$ cat config.mk
export PLATFORM = sky130hd
export DESIGN_NAME = alu_scheduler
export DESIGN_NICKNAME = d
export VERILOG_FILES = /design/src/rtl/alu_scheduler.sv
export SDC_FILE = /design/constraint.sdc
export NUM_CORES = 1
export LEC_CHECK = 0
export ABC_AREA = 0
export CAP_MARGIN = 15
export CORE_MARGIN = 2
export CORE_UTILIZATION = 43
export DETAILED_ROUTE_END_ITERATION = 8
export GPL_ROUTABILITY_DRIVEN = 0
export PLACE_DENSITY = 0.84
export SLEW_MARGIN = 20
export SYNTH_ARGS = -nofsm -noshare
export SYNTH_HDL_FRONTEND = slang
export SYNTH_SLANG_ARGS = --single-unit
$ cat constraint.sdc
create_clock -name clk -period 2.7 [get_ports clk]
set_input_delay 0.27 -clock clk [delete_from_list [all_inputs] [get_ports clk]]
set_output_delay 0.27 -clock clk [all_outputs]
set_load 0.05 [all_outputs]
$ cat src/rtl/alu_scheduler.sv
// Round-robin scheduler sharing one combinational ADD/SUB/DIV datapath between two requesters.
// Operands are held in registers for the execute window; results return over a rsp handshake.
module alu_scheduler #(
  parameter int unsigned WIDTH      = 8,
  parameter int unsigned DIV_CYCLES = 4
) (
  input  logic             clk,
  input  logic             rst,

  input  logic             req0_valid,
  output logic             req0_ready,
  input  logic [1:0]       req0_opcode,
  input  logic [WIDTH-1:0] req0_a,
  input  logic [WIDTH-1:0] req0_b,

  input  logic             req1_valid,
  output logic             req1_ready,
  input  logic [1:0]       req1_opcode,
  input  logic [WIDTH-1:0] req1_a,
  input  logic [WIDTH-1:0] req1_b,

  output logic             rsp_valid,
  input  logic             rsp_ready,
  output logic             rsp_id,
  output logic [WIDTH-1:0] rsp_data,
  output logic             rsp_err,

  output logic [WIDTH-1:0] alu_a,
  output logic [WIDTH-1:0] alu_b,
  output logic [1:0]       alu_op_select,
  input  logic [WIDTH-1:0] alu_result
);

  localparam int unsigned CntW = $clog2(DIV_CYCLES + 1);
  localparam logic [CntW-1:0] DivLoad = CntW'(DIV_CYCLES);
  localparam logic [CntW-1:0] OneLoad = CntW'(1);

  localparam logic [1:0] OpAdd = 2'b00;
  localparam logic [1:0] OpSub = 2'b01;
  localparam logic [1:0] OpDiv = 2'b10;
  localparam logic [1:0] OpIll = 2'b11;

  typedef enum logic [1:0] {
    StIdle,
    StExec,
    StResp
  } state_e;

  state_e           state_q, state_d;
  logic [CntW-1:0]  cnt_q, cnt_d;
  logic             last_q, last_d;
  logic [1:0]       op_q, op_d;
  logic [WIDTH-1:0] a_q, a_d;
  logic [WIDTH-1:0] b_q, b_d;
  logic             id_q, id_d;
  logic [WIDTH-1:0] data_q, data_d;
  logic             err_q, err_d;

  logic             any_valid;
  logic             grant_id;
  logic [1:0]       sel_op;
  logic [WIDTH-1:0] sel_a;
  logic [WIDTH-1:0] sel_b;
  logic             sel_err;
  logic             accept;
  logic             exec_done;

  // Arbitration: with both valid, favour the requester not served last.
  always_comb begin
    any_valid = req0_valid | req1_valid;
    if (req0_valid && req1_valid) begin
      grant_id = ~last_q;
    end else begin
      grant_id = ~req0_valid;
    end
    sel_op  = grant_id ? req1_opcode : req0_opcode;
    sel_a   = grant_id ? req1_a      : req0_a;
    sel_b   = grant_id ? req1_b      : req0_b;
    sel_err = (sel_op == OpIll) || ((sel_op == OpDiv) && (sel_b == '0));
    accept    = (state_q == StIdle) && any_valid;
    exec_done = (cnt_q <= OneLoad);
  end

  always_ff @(posedge clk or negedge rst) begin
    if (!rst) begin
      state_q <= StIdle;
    end else begin
      state_q <= state_d;
    end
  end

  always_comb begin
    state_d = state_q;
    unique case (state_q)
      StIdle: begin
        if (accept) begin
          state_d = sel_err ? StResp : StExec;
        end
      end
      StExec: begin
        if (exec_done) begin
          state_d = StResp;
        end
      end
      StResp: begin
        if (rsp_ready) begin
          state_d = StIdle;
        end
      end
      default: state_d = StIdle;
    endcase
  end

  always_comb begin
    cnt_d  = cnt_q;
    last_d = last_q;
    op_d   = op_q;
    a_d    = a_q;
    b_d    = b_q;
    id_d   = id_q;
    data_d = data_q;
    err_d  = err_q;
    unique case (state_q)
      StIdle: begin
        if (accept) begin
          op_d  = sel_op;
          a_d   = sel_a;
          b_d   = sel_b;
          id_d  = grant_id;
          cnt_d = (sel_op == OpDiv) ? DivLoad : OneLoad;
          if (sel_err) begin
            data_d = '0;
            err_d  = 1'b1;
          end
        end
      end
      StExec: begin
        cnt_d = cnt_q - OneLoad;
        if (exec_done) begin
          data_d = alu_result;
          err_d  = 1'b0;
        end
      end
      StResp: begin
        if (rsp_ready) begin
          last_d = id_q;
        end
      end
      default: ;
    endcase
  end

  // Reset leaves last_q = 1 so requester 0 wins the first contention.
  always_ff @(posedge clk or negedge rst) begin
    if (!rst) begin
      cnt_q  <= '0;
      last_q <= 1'b1;
      op_q   <= OpAdd;
      a_q    <= '0;
      b_q    <= '0;
      id_q   <= 1'b0;
      data_q <= '0;
      err_q  <= 1'b0;
    end else begin
      cnt_q  <= cnt_d;
      last_q <= last_d;
      op_q   <= op_d;
      a_q    <= a_d;
      b_q    <= b_d;
      id_q   <= id_d;
      data_q <= data_d;
      err_q  <= err_d;
    end
  end

  always_comb begin
    req0_ready    = 1'b0;
    req1_ready    = 1'b0;
    rsp_valid     = 1'b0;
    unique case (state_q)
      StIdle: begin
        req0_ready = any_valid & ~grant_id;
        req1_ready = any_valid &  grant_id;
      end
      StResp:  rsp_valid = 1'b1;
      default: ;
    endcase
    rsp_id        = id_q;
    rsp_data      = data_q;
    rsp_err       = err_q;
    alu_a         = a_q;
    alu_b         = b_q;
    alu_op_select = op_q;
  end

  a_ready_onehot: assert property (@(posedge clk) disable iff (!rst)
    !(req0_ready && req1_ready));

  a_rsp_stable: assert property (@(posedge clk) disable iff (!rst)
    (rsp_valid && !rsp_ready) |=>
      (rsp_valid && $stable(rsp_data) && $stable(rsp_id) && $stable(rsp_err)));

  a_no_accept_busy: assert property (@(posedge clk) disable iff (!rst)
    (state_q != StIdle) |-> !(req0_ready || req1_ready));

  // OpSub is named for readability of the opcode map only.
  logic unused_opsub;
  assign unused_opsub = ^OpSub;

endmodule
==> implementation parameters, run 1 <==
Parameter                              Value

Status
  Run status ... complete, no violations

Power
  Largest vdd supply drop ... 0.000650 V
  Power density over cell area ... 1330 nW/um^2
  Leakage power summed over all cells ... 1.12 nW
  Power consumption ... 3.48 mW

Drt
  Via-per-instance ratio ... 5.20
  Max Used Layer ... met4
  Vias post-DR ... 1503
  Wirelength per Cell ... 13.6 microns
  DR WL met2 ... 1.80 mm
  DRC ... 0
  Final Routed Wirelength ... 3.93 mm
  Detail Route Antenna Nets ... 0
  DR WL met3 ... 296 microns
  Router iterations before antenna repair ... 6
  M1 WL ... 1.77 mm
  Number of design-rule violations left by the first detailed-router iteration ... 53

GRT
  Wire length of the first global-routing pass ... 6.41 mm
  Number of antenna violations at the first check in global routing ... 0
  Via count of the first global-routing pass ... 1478
  Total gr overflow ... 0
  All-Layer GR Usage ... 0.195
  Largest net degree at the start of global routing ... 35

Setup path
  Flop-to-flop setup slack ... 0.93 ns
  Launch point of the worst reg-to-reg path ... state_q[0]$_DFFE_PN0P_
  Worst Reg2Reg Path Length in Cells ... 5
  Critical Path End Type ... output pin
  Category of the most critical setup path ... input port to output pin
  Reg2Reg Capture Point ... rsp_data[1]$_DFFE_PN0P_
  Arrival time at the worst endpoint ... 1.81 ns
  CP max FO ... 18
  Nature of the critical path startpoint ... input port
  Required time of the worst setup path ... 2.43 ns

Clock tree
  H-tree level count ... 2
  Clk pin slew, worst setup/hold paths ... 0.07 ns
  Cts bufs inserted ... 5
  Total clock sinks ... 34
  Post-CTS Setup Repair Bufs ... 0
  CTS Root Cell ... sky130_fd_sc_hd__clkbuf_8
  Post-CTS Hold Fix Bufs ... 0
  Quantity of gates resized following cts ... 0
  Largest buffer count on any clock path ... 2
  Clock tree from TritonCTS ... built
  Clock insertion delay at the later pin of the skew report ... 0.28 ns

Placed design
  Placed Cells incl. Taps ... 281
  Pre-CTS WS ... 0.511 ns
  Post-detailed-placement cell area ... 2530 sq um
  Hpwl dp ... 3.00 mm
  IO Port Bufs ... 79

STA
  RSZ-0062 raised after global routing ... no
  Clock tree skew after final layout ... 0.00621 ns
  Number of setup violations in the final report ... 0
  Period minus WS final ... 2.08 ns
  Max-slew headroom ... 0.507
  Max Fclk ... 0.480 GHz
  Hold Worst Slack ... 0.0474 ns
  Final number of max-transition violations ... 0
  Pin slew with the least headroom to its limit ... 0.740 ns
  Final count of hold timing violations ... 0
  Setup_tns ... 0 ns
  Slack of the critical path ... 0.618 ns
  Final critical-path share of the clock period ... 0.771

Synthesis
  Number of different library cells in the post-synthesis netlist ... 37
  Synthesized instance count ... 156
  Sequential share of the synthesized area ... 0.514
  Yosys reg bits ... 34
  Synthesized area ... 1660 sq um
  Mean instance size in the synthesized netlist ... 10.6 sq um
  Syn_nets ... 207
  Count of warnings emitted by yosys ... 0

Floorplan
  Starting density of the core ... 0.450
  Die area ... 4370 sq um
  Core outline area ... 3690 sq um
  Horizontal die dimension ... 66.1 microns
  Total I/O pin count ... 80
  Number of placement rows ... 22
  Die Ht ... 66.1 microns

Layout
  FF+latch area ... 852 sq um
  Ant diodes ... 0
  Fraction of the core area covered by cells at the end of the flow ... 0.710
  Count of nets after finishing ... 291
  Synth-to-Final Area Change ... 57.9%
  Final std cells w/o fill ... 289
  Area occupied by multi-input gates ... 762 sq um
  Layout cell share with drive strength beyond 1 ... 0.104
  Cell area after layout ... 2620 sq um
  Layout filler cell count ... 296

Run
  Total of max-cap violations ... 0

Min path
  Class of the tightest hold or removal check ... input port to asynchronous set/reset pin
flip-flops by register name, indices dropped and copies added (netlist names):
register       count
alu_a              8
alu_b              8
rsp_data           8
cnt_q              3
alu_op_select      2
state_q            2
last_q             1
rsp_err            1
rsp_id             1
cells by family after synthesis:
kind of cell / share of synthesized area
simple gates: 0.152
flops: 0.514
mux: 0.110
fa+ha+maj: 0.0151
compound gates: 0.179
buf+inv: 0.0302
synth_stat cells (all sizes together):
library cell,count,share of area
nand3b,1,0.0045
a21oi,21,0.066
mux2,2,0.014
buf,3,0.012
nand4b,2,0.011
nor2,24,0.054
clkinv,1,0.0023
nor2b,2,0.0091
o311ai,1,0.0053
nand2b,3,0.011
and2,2,0.0075
o21a,1,0.0045
o21ai,5,0.015
nand2,6,0.014
dfrtp,33,0.50
clkbuf,3,0.0068
o211ai,3,0.017
or2,1,0.0038
nor4,4,0.028
ha,2,0.015
o22ai,1,0.0038
mux2i,16,0.097
dfstp,1,0.016
o31ai,2,0.017
inv,4,0.0090
nor3,3,0.0090
a221oi,1,0.0090
a22o,8,0.042
metal layers:
metal | GRT usage | vias to the layer above
li1 | - | 729
met1 | 0.250 | 704
met2 | 0.313 | 62
met3 | 0.0494 | 8
met4 | 0.0791 | 0
met5 | 0 | -
where the power goes:
part           internal (mW)  total, mW  switching, mW
Sequential             0.775      0.918          0.143
Combinational          0.792       2.19           1.39
Clock                  0.205      0.378          0.173
Total                   1.77       3.48           1.71
how the worst max path moves through the flow:
stage / endpoint / depth (start not counted) / from / slack (ns)
after global placement: rsp_data[1]$_DFFE_PN0P_ / 6 / req0_b[6] / 0.54
final: req1_ready / 6 / req1_valid / 0.62
after floorplan: req0_ready / 5 / last_q$_DFFE_PN1P_ / 0.67
after detailed placement: rsp_data[1]$_DFFE_PN0P_ / 6 / req0_b[6] / 0.51
after CTS: req1_ready / 6 / req1_valid / 0.62
after global routing: req1_ready / 6 / req1_valid / 0.51
layout by cell type, fill, tap and decap left out, types with 3 or more instances in the layout:
cell type                         instances
sky130_fd_sc_hd__clkdlybuf4s50_1         76
sky130_fd_sc_hd__dfrtp_1                 33
sky130_fd_sc_hd__nor2_1                  24
sky130_fd_sc_hd__a21oi_1                 20
sky130_fd_sc_hd__mux2i_1                 16
sky130_fd_sc_hd__a22o_1                   8
sky130_fd_sc_hd__nand2_1                  6
sky130_fd_sc_hd__clkbuf_8                 6
sky130_fd_sc_hd__o21ai_1                  5
sky130_fd_sc_hd__buf_4                    4
sky130_fd_sc_hd__nand2b_1                 3
sky130_fd_sc_hd__inv_1                    3
final cells by class:
cell class | instances | area share
Clock buffer | 7 | 0.0330
Clock inverter | 1 | 0.00191
Inverter | 5 | 0.00716
Multi-Input combinational cell | 111 | 0.291
Sequential cell | 34 | 0.325
Tap cell | 48 | 0.0229
Timing Repair Buffer | 83 | 0.319
critical path, stage by stage:
cell and delay [ns]:
sky130_fd_sc_hd__clkdlybuf4s50_1 0.50, sky130_fd_sc_hd__nor2b_2 0.28, sky130_fd_sc_hd__nand2b_1 0.22, sky130_fd_sc_hd__buf_12 0.19, sky130_fd_sc_hd__and2_1 0.19, sky130_fd_sc_hd__buf_12 0.15
No activity file was read; power rests on OpenSTA's default activity.
==> run 2, diff against run 1 <==
--- a/config.mk
+++ b/config.mk
@@ -8,10 +8,10 @@
 export ABC_AREA = 0
 export CAP_MARGIN = 15
 export CORE_MARGIN = 2
-export CORE_UTILIZATION = 43
+export CORE_UTILIZATION = 40
 export DETAILED_ROUTE_END_ITERATION = 8
 export GPL_ROUTABILITY_DRIVEN = 0
-export PLACE_DENSITY = 0.84
+export PLACE_DENSITY = 0.79
 export SLEW_MARGIN = 20
 export SYNTH_ARGS = -nofsm -noshare
 export SYNTH_HDL_FRONTEND = slang
==> constraint.sdc (replaced) <==
create_clock -name clk -period 2 [get_ports clk]
set_input_delay 0.2 -clock clk [delete_from_list [all_inputs] [get_ports clk]]
set_output_delay 0.2 -clock clk [all_outputs]
set_load 0.05 [all_outputs]
==> run 2 against run 1 <==
  * Sequential power rose by 38%
  * Combinational power rose by 36%
  * Critical endpoint unchanged
  * Worst hold slack improved by 0.26 ns
  * Global-route usage rose by 1.2 points
  * Flip-flop and latch count did not move
  * Critical path type unchanged
  * Register-to-register slack got worse by 0.75 ns
==> implementation parameters, run 2 (synthesis gave the netlist of run 1 again) <==
Parameter                              Value

STA
  Setup_tns ... 0 ns (unchanged)
  Slack of the critical path ... 0.108 ns (-0.509 ns)
  Final number of max-transition violations ... 0 (unchanged)
  Pin slew with the least headroom to its limit ... 0.979 ns (+0.239 ns)
  Max-slew headroom ... 0.342 (-0.164)
  Hold Worst Slack ... 0.309 ns (+0.261 ns)
  Period minus WS final ... 1.89 ns
  RSZ-0062 raised after global routing ... no
  Number of setup violations in the final report ... 0 (unchanged)
  Clock tree skew after final layout ... 0.00823 ns (+0.00202 ns)
  Final count of hold timing violations ... 0 (unchanged)
  Final critical-path share of the clock period ... 0.946
  Max Fclk ... 0.529 GHz

Setup path
  Critical Path End Type ... output pin
  Worst-path cell chain ... clkdlybuf4s50_1 > nor2b_4 > nand2b_1 > buf_4 > and2_1 > buf_12
  Flop-to-flop setup slack ... 0.18 ns (-0.75 ns)
  Reg2Reg Capture Point ... rsp_data[7]$_DFFE_PN0P_
  Cell type of the slowest stage on the worst timing path ... sky130_fd_sc_hd__clkdlybuf4s50_1
  CP max FO ... 12 (-6)
  Crit path largest cell delay ... 0.48 ns (-0.02 ns)
  Required time of the worst setup path ... 1.80 ns (-0.63 ns)
  Worst Reg2Reg Path Length in Cells ... 3 (-2)
  Category of the most critical setup path ... input port to output pin
  Arrival time at the worst endpoint ... 1.69 ns (-0.12 ns)
  Launch point of the worst reg-to-reg path ... state_q[1]$_DFFE_PN0P_
  Nature of the critical path startpoint ... input port

Layout
  Synth-to-Final Area Change ... 62.7%
  Commonest non-fill, non-tap cell in the layout ... sky130_fd_sc_hd__clkdlybuf4s50_1
  Ant diodes ... 0 (unchanged)
  Layout filler cell count ... 311 (+5.1%)
  Cell area after layout ... 2700 sq um (+3.0%)
  Layout cell share with drive strength beyond 1 ... 0.127 (+0.0228)
  Count of nets after finishing ... 295 (+1.4%)
  Most frequent cells in the layout ... sky130_fd_sc_hd__clkdlybuf4s50_1 (75), sky130_fd_sc_hd__dfrtp_1 (33), sky130_fd_sc_hd__nor2_1 (23)

Placed design
  IO Port Bufs ... 79 (unchanged)
  Pre-CTS WS ... -0.144 ns (-0.654 ns)
  Hpwl dp ... 3.34 mm (+12%)
  Post-detailed-placement cell area ... 2550 sq um (+0.99%)

Clock tree
  Quantity of gates resized following cts ... 0 (unchanged)
  Clk pin slew, worst setup/hold paths ... 0.07 ns (about the same)
  Cts bufs inserted ... 5 (unchanged)
  H-tree level count ... 2 (unchanged)
  Largest buffer count on any clock path ... 2 (unchanged)
  CTS Root Cell ... sky130_fd_sc_hd__clkbuf_8
  Total clock sinks ... 34 (unchanged)
  Post-CTS Hold Fix Bufs ... 0 (unchanged)
  Clock insertion delay at the later pin of the skew report ... 0.29 ns (about the same)
  Post-CTS Setup Repair Bufs ... 0 (unchanged)
  Clock tree from TritonCTS ... built

Floorplan
  Core outline area ... 4000 sq um (+8.4%)
  Die Ht ... 68.4 microns (+3.5%)
  Starting density of the core ... 0.415 (-0.0350)
  Horizontal die dimension ... 68.4 microns (+3.5%)
  Total I/O pin count ... 80 (unchanged)
  Die area ... 4680 sq um (+7.0%)
  Number of placement rows ... 23 (+4.5%)

Power
  Leakage power summed over all cells ... 1.17 nW (+4.3%)
  Power density over cell area ... 1850 nW/um^2 (+39%)
  Power consumption ... 4.99 mW (+43%)
  Largest vdd supply drop ... 0.00115 V (+77%)

GRT
  Number of antenna violations at the first check in global routing ... 0 (unchanged)
  Via count of the first global-routing pass ... 1541 (+4.3%)
  Total gr overflow ... 0 (unchanged)
  Wire length of the first global-routing pass ... 6.93 mm (+8.1%)
  All-Layer GR Usage ... 0.206 (+0.0118)
  Largest net degree at the start of global routing ... 36 (+2.9%)

Min path
  Class of the tightest hold or removal check ... input port to asynchronous set/reset pin

Drt
  Number of design-rule violations left by the first detailed-router iteration ... 69 (+30%)
  Vias post-DR ... 1496 (-0.47%)
  DRC ... 0 (unchanged)
  Detail Route Antenna Nets ... 0 (unchanged)
  Via-per-instance ratio ... 5.07 (-2.5%)
  Router iterations before antenna repair ... 4 (-2)
  Final Routed Wirelength ... 4.34 mm (+10%)
  Wirelength per Cell ... 14.7 microns (+8.0%)

Status
  Run status ... complete, no violations

Run
  Total of max-cap violations ... 0 (unchanged)
run 2: layer usage:
layer / wire [microns] / track usage / vias to the layer above / share of wire
li1: - / - / 743 / -
met1: 1770 / 0.244 / 695 / 0.41
met2: 2110 / 0.328 / 51 / 0.49
met3: 396 / 0.0954 / 7 / 0.091
met4: 68 / 0.0750 / 0 / 0.016
met5: 0 / 0 / - / 0
run 2: worst max-delay path by stage:
stage                                       from                      end  slack [ns]  cells past startpoint
after floorplan               last_q$_DFFE_PN1P_       rsp_id$_DFFE_PN0P_        0.23                      6
after global routing      state_q[1]$_DFFE_PN0P_  rsp_data[3]$_DFFE_PN0P_       0.002                      3
after CTS                             req1_valid               req1_ready        0.04                      6
after detailed placement               req0_b[6]  rsp_data[3]$_DFFE_PN0P_       -0.14                      6
final                                 req1_valid               req1_ready        0.11                      6
after global placement                 req0_b[6]  rsp_data[3]$_DFFE_PN0P_       -0.09                      6
run 2: worst max-delay path: cells and delay by family:
family	cells	cell delay, ns
buffers and inverters	3	0.88
and+or+nand+nor	3	0.60
run 2: report_power, final:
part	internal, mW	switching (mW)
clock network	0.499	0.257
logic	1.07	1.90
registers	1.05	0.221
total	2.62	2.37
run 2: final cells by class:
class / count / area [sq um] / area share
Clock buffer: 5 / 68.8 / 0.0255
Inverter: 5 / 18.8 / 0.00695
Multi-Input combinational cell: 111 / 769 / 0.285
Timing Repair Buffer: 87 / 858 / 0.318
Tap cell: 50 / 62.6 / 0.0232
Clock inverter: 3 / 68.8 / 0.0255
Sequential cell: 34 / 852 / 0.316
run 2: through the flow:
step | cells | utilization
after floorplan | 156 | -
after CTS | 295 | 0.673
final | 295 | 0.675
after global placement | 287 | 0.638
after detailed placement | 287 | 0.638
after global routing | 295 | 0.675
==> run 3, diff against run 2 <==
--- a/config.mk
+++ b/config.mk
@@ -8,10 +8,10 @@
 export ABC_AREA = 0
 export CAP_MARGIN = 15
 export CORE_MARGIN = 2
-export CORE_UTILIZATION = 40
+export CORE_UTILIZATION = 36
 export DETAILED_ROUTE_END_ITERATION = 8
 export GPL_ROUTABILITY_DRIVEN = 0
-export PLACE_DENSITY = 0.79
+export PLACE_DENSITY = 0.75
 export SLEW_MARGIN = 20
 export SYNTH_ARGS = -nofsm -noshare
 export SYNTH_HDL_FRONTEND = slang
==> constraint.sdc (replaced) <==
create_clock -name clk -period 1.6 [get_ports clk]
set_input_delay 0.16 -clock clk [delete_from_list [all_inputs] [get_ports clk]]
set_output_delay 0.16 -clock clk [all_outputs]
set_load 0.05 [all_outputs]
==> run 3 against run 2 <==
  * The run now ends with negative setup slack left
  * Routed wire length is 2.8% higher
  * Via count is 5.0% higher
  * Clock power is 30% higher
  * Critical path type is now flop to flop
  * Highest routed layer unchanged
==> implementation parameters, run 3 (synthesis gave the netlist of run 1 again) <==
Parameter                              Value

GRT
  All-Layer GR Usage ... 0.179 (-0.0277)
  Number of antenna violations at the first check in global routing ... 0 (unchanged)
  Wire length of the first global-routing pass ... 7.13 mm (+3.0%)
  Via count of the first global-routing pass ... 1539 (-0.13%)
  Total gr overflow ... 0 (unchanged)
  Largest net degree at the start of global routing ... 35 (-2.8%)

Drt
  Final Routed Wirelength ... 4.46 mm (+2.8%)
  Vias post-DR ... 1571 (+5.0%)
  Via-per-instance ratio ... 5.04 (-0.71%)
  Detail Route Antenna Nets ... 0 (unchanged)
  Number of design-rule violations left by the first detailed-router iteration ... 56 (-19%)
  Router iterations before antenna repair ... 4 (unchanged)
  DRC ... 0 (unchanged)
  Wirelength per Cell ... 14.3 microns (-2.8%)

Layout
  Count of nets after finishing ... 310 (+5.1%)
  Final std cells w/o fill ... 312 (+5.8%)
  Ant diodes ... 0 (unchanged)
  Commonest non-fill, non-tap cell in the layout ... sky130_fd_sc_hd__buf_4
  Synth-to-Final Area Change ... 70.8%
  Fraction of the core area covered by cells at the end of the flow ... 0.646 (-0.0283)
  Most frequent cells in the layout ... sky130_fd_sc_hd__buf_4 (46), sky130_fd_sc_hd__clkdlybuf4s50_1 (45), sky130_fd_sc_hd__dfrtp_1 (33)
  Layout cell share with drive strength beyond 1 ... 0.315 (+0.189)

Power
  Switching power summed over all nets ... 3.05 mW (+28%)
  Power consumption ... 6.48 mW (+30%)
  Largest vdd supply drop ... 0.00140 V (+22%)
  Logic pwr share ... 0.605 (+0.010)
  Power share of the clock group ... 0.152 (about the same)
  Leakage power summed over all cells ... 1.30 nW (+11%)
  Fraction of power spent switching nets ... 0.470 (-0.00535)
  Power density over cell area ... 2290 nW/um^2 (+24%)
  Internal power of the cells ... 3.43 mW (+31%)
  Sequential fraction of design power ... 0.243 (-0.011)

Clock tree
  Clk pin slew, worst setup/hold paths ... 0.07 ns (about the same)
  Clock tree from TritonCTS ... built
  Cts bufs inserted ... 5 (unchanged)
  Total clock sinks ... 34 (unchanged)
  CTS Root Cell ... sky130_fd_sc_hd__clkbuf_8
  Clock insertion delay at the later pin of the skew report ... 0.29 ns (about the same)
  H-tree level count ... 2 (unchanged)
  Largest buffer count on any clock path ... 2 (unchanged)

STA
  Clock tree skew after final layout ... 0.00823 ns (-0.00000245 ns)
  Final critical-path share of the clock period ... 1.09
  Final number of max-transition violations ... 0 (unchanged)
  Pin slew with the least headroom to its limit ... 0.424 ns (-0.555 ns)
  Max-slew headroom ... 0.717 (+0.375)
  RSZ-0062 raised after global routing ... yes
  Hold Worst Slack ... 0.418 ns (+0.109 ns)
  Final count of hold timing violations ... 0 (unchanged)
  Number of setup violations in the final report ... 12 (+12)
  Period minus WS final ... 1.74 ns
  Max Fclk ... 0.573 GHz
  Slack of the critical path ... -0.145 ns (-0.253 ns)

Placed design
  Hpwl dp ... 3.32 mm (-0.60%)
  Placed Cells incl. Taps ... 298 (+3.8%)
  IO Port Bufs ... 79 (unchanged)

Setup path
  Nature of the critical path startpoint ... flop
  Arrival time at the worst endpoint ... 1.93 ns (+0.24 ns)
  CP max FO ... 9 (-3)
  Critical Path End Type ... flop
  Category of the most critical setup path ... flop to flop
  Required time of the worst setup path ... 1.78 ns (-0.02 ns)

Status
  Violated checks ... negative setup slack
  Run status ... complete, but fails checks

Min path
  Class of the tightest hold or removal check ... input port to asynchronous set/reset pin

Floorplan
  Number of placement rows ... 24 (+4.3%)
  Die Ht ... 71.9 microns (+5.1%)
  Total I/O pin count ... 80 (unchanged)
  Die area ... 5170 sq um (+10%)
  Core outline area ... 4380 sq um (+9.6%)
  Starting density of the core ... 0.378 (-0.0363)
  Horizontal die dimension ... 71.9 microns (+5.1%)

Run
  Total of max-cap violations ... 0 (unchanged)
## run 3: cell count changes in the layout (fill, tap and decap cells not counted), moves of 2 or more
cell / before / now
sky130_fd_sc_hd__clkdlybuf4s50_1: 75 / 45
sky130_fd_sc_hd__buf_4: 10 / 46
sky130_fd_sc_hd__nor4_1: 2 / 0
sky130_fd_sc_hd__buf_6: 0 / 4
## run 3: final timing paths
path                            cells after the start                    startpoint  slack [ns]                      endpoint
worst max register to register                      5            last_q$_DFFE_PN1P_       -0.14       rsp_data[2]$_DFFE_PN0P_
worst max-delay path                                5            last_q$_DFFE_PN1P_       -0.14       rsp_data[2]$_DFFE_PN0P_
min in group clk                                    2                 alu_result[6]        0.48       rsp_data[6]$_DFFE_PN0P_
worst min-delay path                                3                           rst        0.42        state_q[1]$_DFFE_PN0P_
max in group asynchronous                           3                           rst        0.85            last_q$_DFFE_PN1P_
worst min register to register                      1  alu_op_select[1]$_DFFE_PN0P_        0.51  alu_op_select[1]$_DFFE_PN0P_
## run 3: layer usage
metal	share of wire	global-route usage
met5	0	0
met4	0.012	0.0503
met3	0.076	0.0661
met2	0.50	0.307
met1	0.41	0.210
## run 3: per-stage QoR
step / TNS (ns) / instance area, sq um / worst slack (ns)
floorplan: 0 / 1670 / 0.0151
global placement: -8.48 / 2570 / -0.411
detailed placement: -8.43 / 2570 / -0.474
CTS: -1.36 / 2790 / -0.136
global route: -2.51 / 2830 / -0.236
finish: -1.46 / 2830 / -0.145
## run 3: what timing repair did
| item | CTS | global route |
|---|---|---|
| resized for setup | 12 | 7 |
| hold endpoints to repair | 33 | 0 |
| pin swaps | 3 | 4 |
| endpoints found under the setup margin | 12 | 24 |
| setup buffers | 4 | 1 |
| hold buffers | 1 | 0 |
## run 3: area by class of cell
| class | instances | area, sq um |
|---|---|---|
| fill | 348 | 1550 |
| clock inverter | 2 | 60.1 |
| timing repair buffer | 102 | 932 |
| multi-input combinational | 111 | 823 |
| tap | 52 | 65.1 |
| sequential | 34 | 852 |
| inverter | 5 | 18.8 |
| clock buffer | 6 | 82.6 |
## run 3: power by group through the flow
stage / clock [mW] / sequential (mW) / combinational (mW)
final: 0.986 / 1.57 / 3.92
after floorplan: 0 / 2.78 / 1.23
after detailed placement: 0 / 1.58 / 3.80
after global routing: 1.03 / 1.63 / 4.15
after global placement: 0 / 1.57 / 3.73
after CTS: 0.999 / 1.58 / 3.89
## run 3: worst max-delay path: stages, from the launching register on
cell	delay, ns
sky130_fd_sc_hd__dfstp_2	0.56
sky130_fd_sc_hd__nor2b_4	0.06
sky130_fd_sc_hd__nand4b_1	0.22
sky130_fd_sc_hd__a221oi_2	0.43
sky130_fd_sc_hd__o31ai_4	0.14
sky130_fd_sc_hd__a22o_1	0.21
